**src/rtl/rv32_pkg.sv**
```systemverilog
// Shared RV32 types: branch comparison ops and BHT counter defaults.
// Includes the weakly-not-taken counter value used at BHT reset.
package rv32_pkg;

  typedef enum logic [2:0] {
    BR_EQ  = 3'b000,
    BR_NE  = 3'b001,
    BR_LT  = 3'b100,
    BR_GE  = 3'b101,
    BR_LTU = 3'b110,
    BR_GEU = 3'b111
  } branch_op_e;

  localparam int BHT_CTR_BITS_DEFAULT = 2;

  function automatic int unsigned bht_weak_nt(input int unsigned bits);
    return (32'd1 << (bits - 1)) - 32'd1;
  endfunction

endpackage

```
**src/rtl/branch_resolve_unit_bht.sv**
```systemverilog
// Branch history table: saturating counters, comb lookup, trained at retire.
// Instantiated only when BRANCH_BHT_EN is defined.
module branch_bht
  import rv32_pkg::*;
#(
  parameter int XLEN     = 32,
  parameter int ENTRIES  = 64,
  parameter int CTR_BITS = BHT_CTR_BITS_DEFAULT
) (
  input  logic            clk_i,
  input  logic            rst_i,
  input  logic            upd_i,
  input  logic [XLEN-1:0] upd_pc_i,
  input  logic            upd_taken_i,
  input  logic [XLEN-1:0] lookup_pc_i,
  output logic            lookup_taken_o
);

  localparam int IW = $clog2(ENTRIES);
  localparam logic [CTR_BITS-1:0] WNT =
    CTR_BITS'(bht_weak_nt(CTR_BITS));

  logic [CTR_BITS-1:0] ctr_q [ENTRIES];
  logic [IW-1:0]       upd_idx;
  logic [IW-1:0]       lk_idx;
  logic [CTR_BITS-1:0] cur;
  logic                unused_pc;

  assign upd_idx = upd_pc_i[IW+1:2];
  assign lk_idx  = lookup_pc_i[IW+1:2];
  assign cur     = ctr_q[upd_idx];

  // Flop read: a same-cycle update is only visible next cycle.
  assign lookup_taken_o = ctr_q[lk_idx][CTR_BITS-1];

  assign unused_pc = ^{upd_pc_i[XLEN-1:IW+2], upd_pc_i[1:0],
                       lookup_pc_i[XLEN-1:IW+2], lookup_pc_i[1:0]};

  always_ff @(posedge clk_i) begin
    if (rst_i) begin
      for (int i = 0; i < ENTRIES; i++) ctr_q[i] <= WNT;
    end else if (upd_i) begin
      if (upd_taken_i && cur != '1)
        ctr_q[upd_idx] <= cur + 1'b1;
      else if (!upd_taken_i && cur != '0)
        ctr_q[upd_idx] <= cur - 1'b1;
    end
  end

endmodule

```
**src/rtl/branch_resolve_unit.sv**
```systemverilog
// Branch resolution stage: compare, targets, registered result, mispredict.
// Optional BHT enabled with the BRANCH_BHT_EN macro.
module branch_resolve_unit
  import rv32_pkg::*;
#(
  parameter int XLEN        = 32,
  parameter int BHT_ENTRIES = 64,
  parameter int CTR_BITS    = BHT_CTR_BITS_DEFAULT
) (
  input  logic            clk_i,
  input  logic            rst_i,
  input  logic            flush_i,
  input  logic            valid_i,
  output logic            ready_o,
  input  logic [XLEN-1:0] operand_a_i,
  input  logic [XLEN-1:0] operand_b_i,
  input  logic [XLEN-1:0] pc_i,
  input  logic [XLEN-1:0] imm_i,
  input  branch_op_e      branch_op_i,
  input  logic            branch_i,
  input  logic            jump_i,
  input  logic            jalr_i,
  input  logic            pred_taken_i,
  input  logic [XLEN-1:0] pred_target_i,
  output logic            valid_o,
  input  logic            ready_i,
  output logic            taken_o,
  output logic [XLEN-1:0] target_o,
  output logic [XLEN-1:0] redirect_pc_o,
  output logic            mispredict_o,
  output logic            misalign_o,
  input  logic [XLEN-1:0] lookup_pc_i,
  output logic            lookup_taken_o
);

  logic            cond;
  logic            taken;
  logic [XLEN-1:0] jr_sum;
  logic [XLEN-1:0] tgt;
  logic            accept;

  logic            valid_q;
  logic            branch_q;
  logic [XLEN-1:0] pc_q;

  always_comb begin
    cond = 1'b0;
    unique case (branch_op_i)
      BR_EQ:   cond = operand_a_i == operand_b_i;
      BR_NE:   cond = operand_a_i != operand_b_i;
      BR_LT:   cond = $signed(operand_a_i) < $signed(operand_b_i);
      BR_GE:   cond = $signed(operand_a_i) >= $signed(operand_b_i);
      BR_LTU:  cond = operand_a_i < operand_b_i;
      BR_GEU:  cond = operand_a_i >= operand_b_i;
      default: cond = 1'b0;
    endcase
  end

  assign taken  = (branch_i && cond) || jump_i;
  assign jr_sum = operand_a_i + imm_i;
  assign tgt    = (jump_i && jalr_i) ? {jr_sum[XLEN-1:1], 1'b0}
                                     : pc_i + imm_i;

  assign ready_o = !valid_q || ready_i;
  assign accept  = valid_i && ready_o && !flush_i;
  assign valid_o = valid_q;

  always_ff @(posedge clk_i) begin
    if (rst_i) begin
      valid_q       <= 1'b0;
      branch_q      <= 1'b0;
      pc_q          <= '0;
      taken_o       <= 1'b0;
      target_o      <= '0;
      redirect_pc_o <= '0;
      mispredict_o  <= 1'b0;
      misalign_o    <= 1'b0;
    end else begin
      if (flush_i)     valid_q <= 1'b0;
      else if (accept) valid_q <= 1'b1;
      else if (ready_i) valid_q <= 1'b0;
      if (accept) begin
        branch_q      <= branch_i && !jump_i;
        pc_q          <= pc_i;
        taken_o       <= taken;
        target_o      <= tgt;
        redirect_pc_o <= taken ? tgt : pc_i + XLEN'(4);
        mispredict_o  <= (taken != pred_taken_i) ||
                         (taken && tgt != pred_target_i);
        misalign_o    <= taken && (tgt[1:0] != 2'b00);
      end
    end
  end

`ifdef BRANCH_BHT_EN
  logic bht_upd;

  // A flushed result never retires, so it must not train.
  assign bht_upd = valid_q && ready_i && !flush_i && branch_q;

  branch_bht #(
    .XLEN     (XLEN),
    .ENTRIES  (BHT_ENTRIES),
    .CTR_BITS (CTR_BITS)
  ) u_bht (
    .clk_i          (clk_i),
    .rst_i          (rst_i),
    .upd_i          (bht_upd),
    .upd_pc_i       (pc_q),
    .upd_taken_i    (taken_o),
    .lookup_pc_i    (lookup_pc_i),
    .lookup_taken_o (lookup_taken_o)
  );
`else
  logic unused_bht;

  assign lookup_taken_o = 1'b0;
  assign unused_bht = ^{lookup_pc_i, pc_q, branch_q,
                        32'(BHT_ENTRIES), 32'(CTR_BITS)};
`endif

endmodule

```
**config.mk**
```make
export PLATFORM = sky130hd
export DESIGN_NAME = branch_resolve_unit
export DESIGN_NICKNAME = d
export VERILOG_FILES = /design/src/rtl/rv32_pkg.sv /design/src/rtl/branch_resolve_unit_bht.sv /design/src/rtl/branch_resolve_unit.sv
export SDC_FILE = /design/constraint.sdc
export NUM_CORES = 1
export LEC_CHECK = 0
export ABC_CLOCK_PERIOD_IN_PS = 7560
export CAP_MARGIN = 20
export CORE_AREA = 2 2 135 137
export DETAILED_ROUTE_END_ITERATION = 16
export DIE_AREA = 0 0 137 139
export GPL_TIMING_DRIVEN = 0
export PLACE_DENSITY = 0.86
export RECOVER_POWER = 50
export SETUP_SLACK_MARGIN = 0.2
export SKIP_CTS_REPAIR_TIMING = 1
export SYNTH_ARGS = -nofsm -noshare
export SYNTH_HDL_FRONTEND = slang
export SYNTH_SLANG_ARGS = --single-unit
```
**constraint.sdc**
```tcl
create_clock -name clk_i -period 7.56 [get_ports clk_i]
set_clock_uncertainty 0.2 [all_clocks]
set_input_delay 1.512 -clock clk_i [delete_from_list [all_inputs] [get_ports clk_i]]
set_output_delay 1.512 -clock clk_i [all_outputs]
set_load 0.02 [all_outputs]
```
-- Yosys cells after proc, flatten, opt, wreduce, memory -nomap -nowiden
Index checks and enable logic that the tools add are counted.
- register bits: 68
- input bits: 204
- output and inout port bits: 70
- word-level logic and storage cells: 42
- add/subtract/negate cells: 3
- $lt $le $gt $ge: 4
- equal/unequal tests: 9
- mux-type cells: 5
- reduce and logical (&&, ||, !) cells: 15
- operator list (cell ; count):
    $add 32x32->32 ; 2
    $ge 32x32->1 ; 2
    $lt 32x32->1 ; 2
    $mux 32 ; 2
    $ne 32x32->1 ; 2
    $add 32x3->32 const B ; 1
    $eq 32x32->1 ; 1
    $eq 3x3->1 const B ; 4
    $logic_and 1x1->1 ; 6
    $pmux 1 s6 ; 1
    $reduce_bool 2->1 ; 2
    $eq 3x1->1 const B ; 1
    $logic_not 3->1 ; 1
    $logic_or 1x1->1 ; 3
    $logic_not 1->1 ; 2
    $mux 1 ; 2
    $reduce_or 2->1 ; 1
    $ne 1x1->1 ; 1

-- Depth between registers and ports, before layout
- depth in word-level cells: 6
- mapped depth: 15
- depth with buffers taken out: 13

-- Worst setup path before layout
No wires, ideal clock.
- path kind: input-to-reg
- start: input pc_i[0]
- end: register mispredict_o
- library setup time: 0.118 ns
- arrival time: 4.477 ns
- data required time: 7.242 ns
- setup slack: 2.765 ns
- cell stages on the path: 13
- path buffers: 0
- path through: ha_1 fa_1 a211oi_2 o31ai_2 or4_1 nand3_1 a21oi_1 or4b_2 nor4_1 nand4_1 nor4_1 and4b_1 nor2_1
- word-level cells in the longest chain between the ends: 5
- ends and longest elaborated chain (what ; RTL line ; RTL):
    start, declared ; branch_resolve_unit.sv:17 ; input logic [XLEN-1:0] pc_i,
    $add 32x32->32 ; branch_resolve_unit.sv:62 ; : pc_i + imm_i;
    $mux 32 ; branch_resolve_unit.sv:61 ; assign tgt = (jump_i && jalr_i) ? {jr_sum[XLEN-1:1], 1'b0}
    $ne 32x32->1 ; branch_resolve_unit.sv:89 ; (taken && tgt != pred_target_i);
    $logic_and 1x1->1 ; branch_resolve_unit.sv:89 ;
    $logic_or 1x1->1 ; branch_resolve_unit.sv:88 ; mispredict_o <= (taken != pred_taken_i) ||
    end signal, assigned ; branch_resolve_unit.sv:88 ;
    end, declared ; branch_resolve_unit.sv:30 ; output logic mispredict_o,
Every way passes these cells.
A chain may end at the register's enable or synchronous reset.

-- Worst setup path in the final report
- start: input imm_i[0]
- end: register mispredict_o
- word-level cells in the longest chain between the ends: 5
- elaborated cells on any way between the ends: 6
- classes of those cells: add/sub (2); eq/ne (1); mux (1); reduce/logical (2)
- ends and longest elaborated chain (what ; RTL line ; RTL):
    start, declared ; branch_resolve_unit.sv:18 ; input logic [XLEN-1:0] imm_i,
    $add 32x32->32 (on tied branches) ; branch_resolve_unit.sv:62, branch_resolve_unit.sv:60 ;
    $mux 32 * ; branch_resolve_unit.sv:61 ;
    $ne 32x32->1 * ; branch_resolve_unit.sv:89 ;
    $logic_and 1x1->1 * ; branch_resolve_unit.sv:89 ;
    $logic_or 1x1->1 * ; branch_resolve_unit.sv:88 ;
Every way passes the cells marked *; elsewhere a longest branch is shown, timed or not.

==> run metrics <==
global-route usage over all layers 0.353; Skew-Pair Late Insertion Delay between 300 and 400 ps; Die Y ~140 um; metal3 WL about 3500 um; CP max FO 5; Sw Ratio 0.396; n_diodes 0; Worst-Margin Slew 857 ps; post-route cell area 12,200 um2; post-synthesis cell type count 80; Startpoint Class primary input; cell-internal power between 1000 and 1500 uW; Synth area leaders dfxtp_1 15%, ha_1 13%, a21oi_1 6.6%; simple-gate share of the synthesized area 0.248; Worst slew margin 0.424; post-synthesis sequential area ratio 0.148; Starting Density 0.520; initial antenna violation count 0; post-route met1 wirelength approximately 14,000 um; xor/xnor share of the synthesized area 0.0917; Hold Crit Class reg2reg; Clock Tree Root clkbuf_16; row count between 40 and 50; sequential power share 0.228; dominant cell type by area after synthesis dfxtp_1; Compound-Gate Fraction of Synth Area 0.303; Vias/cell about 6.2; Layout area overhead 32.9%; Max Fclk ~0.15 GHz; total power ~1800 uW; Comb power frac 0.512; 1st-iter DRT viols just under 1k; hpwl dp slightly below 30,000 um; unrepaired setup endpoints after global routing no; P_sw 697 uW; vias in the first global route 10.3k; # DRC 0; IO buf count between 200 and 250; Hold Vio Cnt, Final 0; Die ar. between 15,000 and 20,000 um2; clock share of power 0.260; first-pass GRT wire length ~53,000 um; Peak VDD IR approximately 160 uV; Final nets about 1.8k; period utilization 0.863; CP arrival around 6500 ps; area fraction of the dominant cell type after synthesis 0.148; kind of critical path in2reg; Adder-Cell Fraction of Synth Area 0.132; mux contribution to synthesized area 0.0227; clock input transition at the sequential cells of the worst setup and hold paths about 60 ps; CTS Buffer Depth 2; YS warnings 0; CTS tree done; DR vias ~11k; final setup margin roughly 1000 ps; worst r2r path cells 11; Initial DRT Pass Iterations 5; Routed Antenna Nets 0; max-slew violation count 0; final number of setup-violating endpoints 0; Num Clock Sinks 68; total core area between 15,000 and 20,000 um2; power density of the placed cells around 140 nW/um2; routed len/inst between 15 and 20 um; boundary pin count about 270; Mapped Area between 9000 and 10,000 um2; Worst Hold Depth 2; max-cap viol count 0; met2 wire length 15,900 um; H-tree lvl count 3; EDFF count, synth 0; Routed WL ~35,000 um; Die Wd 137 um; syn nets around 1.6k; P_leak between 0.005 and 0.006 uW; GRT overflow 0; Avg Inst Size Synth 7.14 um2; layout cell share with drive strength beyond 1 0.0272; CP endpoint kind flip-flop; dpl cell area between 10,000 and 15,000 um2; Mapped Cells roughly 1.3k; largest net degree at the start of global routing 12; crit path time final roughly 6500 ps; Yosys reg bits 68; status completed; Top FF cell, synth dfxtp_1; combinational family with the most area after synthesis compound AO/OA/AOI/OAI gates; asr flop ratio synth 0; final setup TNS 0 ps; RePlAce Congestion between 0.9 and 1; post-place setup slack about 970 ps; Top Metal Used met4; cts bufs inserted 9; required time worst endpoint around 7600 ps
-- state kept, by name (all words and copies together) (netlist names) --
register,flops
target_o,32
taken_o,1
misalign_o,1
valid_o,1
mispredict_o,1
redirect_pc_o,32
-- synthesized netlist by cell type (4+ instances only) --
| library cell | instances |
|---|---|
| o31a_1 | 5 |
| buf_2 | 7 |
| and4_1 | 5 |
| a211oi_1 | 40 |
| xnor2_1 | 52 |
| mux2i_1 | 16 |
| clkbuf_1 | 53 |
| xor2_1 | 39 |
| nand3_1 | 39 |
| nand2_1 | 148 |
| a21o_1 | 30 |
| o21a_1 | 9 |
| buf_1 | 5 |
| nand4b_1 | 5 |
| a221oi_1 | 4 |
| nor3b_1 | 7 |
| a211o_1 | 4 |
| a31oi_1 | 15 |
| nand4_1 | 30 |
| o2111ai_1 | 8 |
| or3_1 | 19 |
| o21bai_1 | 10 |
| a2111oi_0 | 6 |
| a31o_2 | 4 |
| nor4_1 | 8 |
| a21oi_1 | 121 |
| nand2b_1 | 15 |
| o221ai_1 | 4 |
| nor3_1 | 36 |
| o211ai_1 | 38 |
| nor2_1 | 105 |
| o21ai_0 | 53 |
| o2111a_1 | 5 |
| o31ai_1 | 10 |
| ha_1 | 94 |
| dfxtp_1 | 68 |
| and2_1 | 14 |
| o311ai_0 | 4 |
| inv_1 | 59 |
| or4_1 | 5 |
| and3_1 | 19 |
| nor2b_1 | 6 |
-- worst max-delay path: stages --
cell and delay, ps:
clkdlybuf4s50_1 490, and2_1 210, fa_1 410, a211oi_1 530, o31a_1 300, a2111oi_0 130, nor3_1 540, a21oi_1 140
or4b_2 660, nor4_1 420, nand4_1 200, nor4_1 600, and4b_1 350, nor2_1 50
-- power by group through the flow --
stage	Clock [uW]	Sequential, uW	Combinational [uW]
2_1_floorplan	0	440	514
5_1_grt	468	404	975
4_1_cts	455	402	890
3_3_place_gp	0	408	868
3_5_place_dp	0	409	882
6_report	457	401	900
-- kinds of logic (layout without fill, tap and decap cells) --
kind of cell,after synthesis,after routing
DFF,68,68
AOI/OAI and AO/OA,411,411
and+or+nand+nor,471,471
muxes,20,20
other,1,1
adders and majority gates,96,96
xor gates and xnor gates,93,93
buffers and inverters,126,382
-- final timing paths --
check	from	to	slack [ps]
worst max-delay path	imm_i[0]	mispredict_o	1040
worst min-delay path	redirect_pc_o[3]	redirect_pc_o[3]	250
worst max register to register	valid_o	mispredict_o	3540
worst min register to register	redirect_pc_o[3]	redirect_pc_o[3]	250
-- metal layers --
metal,track usage,vias up
met1,0.464,5089
met4,0.127,0
met5,0,-
met2,0.575,587
met3,0.0643,87
li1,-,5291
-- area by class of cell --
| class | count | area, um2 |
|---|---|---|
| multi-input combinational | 1092 | 7330 |
| clock inverter | 4 | 72.6 |
| clock buffer | 11 | 253 |
| buffer | 67 | 272 |
| timing repair buffer | 241 | 2410 |
| tap | 229 | 287 |
| sequential | 68 | 1360 |
| inverter | 59 | 221 |
| fill | 1517 | 5450 |
-- cell usage in the layout (no fill, tap or decap), drive strengths merged, types with 54 or more instances in the layout --
master         instances
nand2                148
o21ai                 54
nor2                 105
clkdlybuf4s50        172
ha                    94
inv                   59
dlygate4sd3           68
dfxtp                 68
a21oi                122
clkbuf                64
-- metrics by stage --
stage | instances | utilization | hold slack (ps)
final | 1771 | 0.691 | 248
after global routing | 1771 | 0.691 | 273
after CTS | 1771 | 0.691 | 253
after detailed placement | 1756 | 0.673 | 247
after global placement | 1755 | 0.672 | 241
after floorplan | 1286 | - | 330
No activity file was read; power rests on OpenSTA's default activity.
